<file path="src/rtl/uc_fsm.sv">
// Control unit for the 8-bit microcontroller: opcode decode, boot/flush bubbles, HALT.
// Optional illegal-opcode trap enabled by defining UC_ILLEGAL_TRAP_EN.
module uc_fsm #(
    parameter int unsigned RET_W       = 16,
    parameter int unsigned BOOT_CYCLES = 1
) (
    input  logic             clk,
    input  logic             reset,
    input  logic [5:0]       Opcode,
    input  logic             zero,
    output logic             s_inc,
    output logic             s_inm,
    output logic             we,
    output logic             wez,
    output logic [2:0]       ALUOp,
    output logic             pc_en,
    output logic             halted,
    output logic             illegal,
    output logic [RET_W-1:0] retired
);

    localparam logic [1:0] ST_BOOT  = 2'd0;
    localparam logic [1:0] ST_RUN   = 2'd1;
    localparam logic [1:0] ST_FLUSH = 2'd2;
    localparam logic [1:0] ST_HALT  = 2'd3;

    localparam int unsigned         BOOT_W    = 4;
    localparam logic [BOOT_W-1:0]   BOOT_LAST = BOOT_W'(BOOT_CYCLES - 1);
    localparam logic [RET_W-1:0]    RET_MAX   = '1;

    localparam logic [1:0] CL_ALU_RR = 2'b00;
    localparam logic [1:0] CL_ALU_IM = 2'b01;
    localparam logic [1:0] CL_JUMP   = 2'b10;

    localparam logic [3:0] JF_J   = 4'b0000;
    localparam logic [3:0] JF_JZ  = 4'b0001;
    localparam logic [3:0] JF_JNZ = 4'b0010;

    localparam logic [5:0] OP_NOP  = 6'b110000;
    localparam logic [5:0] OP_HALT = 6'b111111;

    logic [1:0]        state;
    logic [1:0]        next_state;
    logic [BOOT_W-1:0] boot_cnt;
    logic              retire_c;
    logic              illegal_op_c;
    logic              taken_c;

    // State and boot counter
    always_ff @(posedge clk or negedge reset) begin
        if (!reset) begin
            state    <= ST_BOOT;
            boot_cnt <= '0;
        end else begin
            state <= next_state;
            if (state == ST_BOOT) begin
                boot_cnt <= boot_cnt + BOOT_W'(1);
            end else begin
                boot_cnt <= '0;
            end
        end
    end

    // Next-state logic and combinational control decode
    always_comb begin
        next_state   = state;
        s_inc        = 1'b1;
        s_inm        = 1'b0;
        we           = 1'b0;
        wez          = 1'b0;
        ALUOp        = 3'b000;
        pc_en        = 1'b0;
        halted       = 1'b0;
        retire_c     = 1'b0;
        illegal_op_c = 1'b0;
        taken_c      = 1'b0;

        case (state)
            ST_BOOT: begin
                if (boot_cnt == BOOT_LAST) begin
                    next_state = ST_RUN;
                end
            end

            ST_RUN: begin
                pc_en    = 1'b1;
                retire_c = 1'b1;
                case (Opcode[5:4])
                    CL_ALU_RR: begin
                        ALUOp = Opcode[2:0];
                        we    = 1'b1;
                        wez   = 1'b1;
                    end
                    CL_ALU_IM: begin
                        ALUOp = Opcode[2:0];
                        s_inm = 1'b1;
                        we    = 1'b1;
                        wez   = 1'b1;
                    end
                    CL_JUMP: begin
                        case (Opcode[3:0])
                            JF_J:    taken_c = 1'b1;
                            JF_JZ:   taken_c = zero;
                            JF_JNZ:  taken_c = !zero;
                            default: illegal_op_c = 1'b1;
                        endcase
                        if (taken_c) begin
                            s_inc      = 1'b0;
                            next_state = ST_FLUSH;
                        end
                    end
                    default: begin
                        if (Opcode == OP_HALT) begin
                            pc_en      = 1'b0;
                            retire_c   = 1'b0;
                            next_state = ST_HALT;
                        end else if (Opcode != OP_NOP) begin
                            illegal_op_c = 1'b1;
                        end
                    end
                endcase
`ifdef UC_ILLEGAL_TRAP_EN
                // Trapped opcode keeps idle controls and is not counted
                if (illegal_op_c) begin
                    retire_c   = 1'b0;
                    next_state = ST_HALT;
                end
`endif
            end

            ST_FLUSH: begin
                pc_en      = 1'b1;
                next_state = ST_RUN;
            end

            default: begin
                halted = 1'b1;
            end
        endcase
    end

    // Saturating retired-instruction counter
    always_ff @(posedge clk or negedge reset) begin
        if (!reset) begin
            retired <= '0;
        end else if (retire_c && (retired != RET_MAX)) begin
            retired <= retired + RET_W'(1);
        end
    end

`ifdef UC_ILLEGAL_TRAP_EN
    logic illegal_q;

    // Sticky illegal-opcode flag
    always_ff @(posedge clk or negedge reset) begin
        if (!reset) begin
            illegal_q <= 1'b0;
        end else if (illegal_op_c) begin
            illegal_q <= 1'b1;
        end
    end

    assign illegal = illegal_q;
`else
    assign illegal = 1'b0;
`endif

endmodule

</file>
<file path="config.mk">
export PLATFORM = sky130hd
export DESIGN_NAME = uc_fsm
export DESIGN_NICKNAME = d
export VERILOG_FILES = /design/src/rtl/uc_fsm.sv
export SDC_FILE = /design/constraint.sdc
export NUM_CORES = 1
export LEC_CHECK = 0
export CAP_MARGIN = 40
export CORE_MARGIN = 3
export CORE_UTILIZATION = 46
export CTS_CLUSTER_DIAMETER = 60
export DETAILED_ROUTE_END_ITERATION = 10
export MAX_ROUTING_LAYER = met4
export PLACE_DENSITY = 0.88
export SLEW_MARGIN = 20
export SYNTH_ARGS = -nofsm -noshare
export SYNTH_HDL_FRONTEND = slang
export SYNTH_SLANG_ARGS = --single-unit
</file>
<file path="constraint.sdc">
create_clock -name clk -period 1.82 [get_ports clk]
set_input_delay 0.273 -clock clk [delete_from_list [all_inputs] [get_ports clk]]
set_output_delay 0.273 -clock clk [all_outputs]
set_load 0.01 [all_outputs]
</file>
==> metrics.cfg <==
[grt]
grt_pass1_wl_um=4850
grt_antenna_before_repair=0
groute.usage.overall=0.1944
overflow=0
grt_start_max_net_pins=23
first_global_vias=1021

[status]
status=finished with violations
violations=negative setup slack

[cells_and_area]
layout.cells.non_filler=194
num-nets-final=184
utilization=0.7652
final.fill_count=130
fraction_of_final_layout_cells_with_drive_strength_greater_than_1=0.2771
finalInstanceArea_mm2=0.001774
number_of_antenna_diodes=0
areaGrowthSynthToFinish_pct=50.85

[worst_hold_path]
hold_path_class=in2async

[yosys]
yosys-top-cells-count=sky130_fd_sc_hd__dfrtp_1 (22), sky130_fd_sc_hd__xnor2_1 (10), sky130_fd_sc_hd__nand3_1 (8)
synth-main-ff-cell=sky130_fd_sc_hd__dfrtp_1
synth_area_leaders=sky130_fd_sc_hd__dfrtp_1 (47%), sky130_fd_sc_hd__ha_1 (7.4%), sky130_fd_sc_hd__xnor2_1 (7.4%)
netlist_instances=109
async_set_reset_flop_share_out_of_synthesis=1.000
mappedNetlistArea_mm2=0.001176
synth_top_area_share=0.4681
synthesis.nets=125
yosysWarningCount=0
count_of_unique_library_cells_instantiated_by_yosys=31
synth_top_cell_by_area=sky130_fd_sc_hd__dfrtp_1
ys_seq_area_frac=0.4681
synth.most_common_cell=sky130_fd_sc_hd__dfrtp_1
avgSynthCellArea_um2=10.79
synth-seq-cells=22
synth-edff-count=0

[drt]
wl_met2_um=1709
detailroute.via_count=1071
antenna_violating_nets_left=0
wirelength_um=3336
routedWlPerCell_um=17.20
drc=0
highest-signal-layer=met4
detailedRoute.firstIterationViolations=34
vias_per_cell=5.521
wirelength_met1_um=1357
drtPass1Iterations=4
routed-wl-met3_um=199

[timing]
timing.final.hold_violations=0
timing.final.ws_setup_ps=-0.4845
setup-tns-final_ps=-0.4845
final.setup_skew_ps=5.865
grt_setup_unrepaired=true
report.final.setup_viol=1
report.final.slew_viol_count=0
final_min_period_over_clock_period=1.000
period_minus_slack_ps=1820
maxClockFrequency_ghz=0.5493

[floorplan]
chipHeight_um=56.57
pin_count=35
floorplan.rows=17
start_util=0.5073
die-area_mm2=0.003200
die_width_um=56.57
coreArea_mm2=0.002318

[critical_path]
crit_top_cell=sky130_fd_sc_hd__buf_4
crit_path_arrival_time_ps=2030
worstSetupEndpointType=register
critical_path_required_ps=2020
critPathKind=reg2reg
rrSetupSlack_ps=-0.5
timing.critical_path.slowest_cell_delay_ps=490
cp_max_fo=4
reg2reg_from=retired[0]
critical_path.reg2reg.endpoint=retired[5]
cp_slowest_cell=sky130_fd_sc_hd__nor4b_4
worstRegToRegCells=7
timing.critical_path.cells=ha_2, nand4_1, nor4b_4, buf_4, nor3_2, buf_4, xor2_1
timing.critical_path.from_type=register

[placement]
place_area_mm2=0.001654
dp_hpwl_um=2170
numPortBuffers=33
finalWeightedCongestion=0.7941
placed_cells=185

[clock_tree]
cts_tree=done
htree_num_levels=1
cts_made_buffers=3
clock-root-buffer=sky130_fd_sc_hd__clkbuf_4
cts-root-to-sink-buffers=2
clk_pin_slew_worst_paths_ps=110
clock_sinks=22
insertion_delay_ps=310

[pwr]
vdd_ir_drop_max_uv=1248
leakage_uw=0.0008613
power_density_mw_per_mm2=1151

[job]
drv_cap=0

[stage by stage]
step	total power [uW]	worst slack (ps)	hold slack, ps
2_1_floorplan	1079	72.73	-22.59
3_3_place_gp	1612	-118.7	466.3
3_5_place_dp	1650	-221.8	485.6
4_1_cts	1865	8.854	319.7
5_1_grt	2158	-79.99	318.1
6_report	2042	-0.4845	295.6
[flip-flops by register name, indices dropped and copies added, names as in the netlist]
name	cells
state	2
boot_cnt	4
retired	16
[placed cells by master, fill, tap and decap left out, types with 4 or more instances in the layout]
cell type | netlist | routed
sky130_fd_sc_hd__clkdlybuf4s50_1 | 0 | 24
sky130_fd_sc_hd__xor2_1 | 6 | 5
sky130_fd_sc_hd__nand2_1 | 7 | 7
sky130_fd_sc_hd__buf_6 | 0 | 4
sky130_fd_sc_hd__and3_1 | 4 | 4
sky130_fd_sc_hd__xnor2_1 | 10 | 10
sky130_fd_sc_hd__dfrtp_1 | 22 | 22
sky130_fd_sc_hd__nand4_1 | 5 | 5
sky130_fd_sc_hd__buf_4 | 2 | 20
sky130_fd_sc_hd__ha_1 | 7 | 5
sky130_fd_sc_hd__nand3_1 | 8 | 7
sky130_fd_sc_hd__and2_1 | 7 | 7
sky130_fd_sc_hd__nor2_1 | 5 | 4
sky130_fd_sc_hd__inv_1 | 6 | 4
sky130_fd_sc_hd__dlygate4sd2_1 | 0 | 4
[area by class of cell]
| cell class | instances | area, um2 | share of cell area |
|---|---|---|---|
| Tap cell | 28 | 35.03 | 0.01975 |
| Clock buffer | 3 | 22.52 | 0.01269 |
| Sequential cell | 22 | 550.5 | 0.3103 |
| Multi-Input combinational cell | 79 | 653.1 | 0.3681 |
| Timing Repair Buffer | 56 | 490.5 | 0.2764 |
| Inverter | 6 | 22.52 | 0.01269 |
[worst max path at each step]
stage                    start     endpoint  cells past startpoint
floorplan           retired[0]   retired[6]                      6
global placement          zero        s_inc                      5
detailed placement   Opcode[5]     ALUOp[1]                      4
CTS                   state[1]  retired[15]                      9
global route        retired[0]   retired[9]                      7
finish              retired[0]   retired[5]                      7
[where the power goes]
group	switching [uW]	internal, uW	total [uW]
registers	94.0	582	676
clock network	140	77.5	217
logic	539	610	1150
total	772	1270	2040
[what timing repair did]
item	in CTS	in global routing
setup endpoints to repair	8	16
pin swaps	1	2
resized for setup	25	18
gates cloned	0	0
hold buffers	0	0
setup buffers	3	3
endpoints found under the hold margin	0	0
[routing by layer]
metal / global-route usage / up-vias
li1: - / 484
met1: 0.2449 / 525
met2: 0.3317 / 52
met3: 0.03448 / 10
met4: 0.03051 / 0
met5: - / -
[worst max-delay path, delay by kind of cell (launching register included)]
kind          cells  cell delay (ps)
fa+ha+maj         1              200
xor+xnor          1              130
buf+inv           2              330
simple gates      3              680
flops             1              380
[cells by family after synthesis]
kind of cell | Yosys count | synth area share
muxes | 3 | 0.02766
and+or+nand+nor | 45 | 0.2372
AOI/OAI and AO/OA | 7 | 0.03830
buffers and inverters | 8 | 0.03191
DFF | 22 | 0.4681
other | 1 | 0.003188
xor gates and xnor gates | 16 | 0.1191
adders and majority gates | 7 | 0.07446
Note: power is estimated with default switching activity, not from simulation.
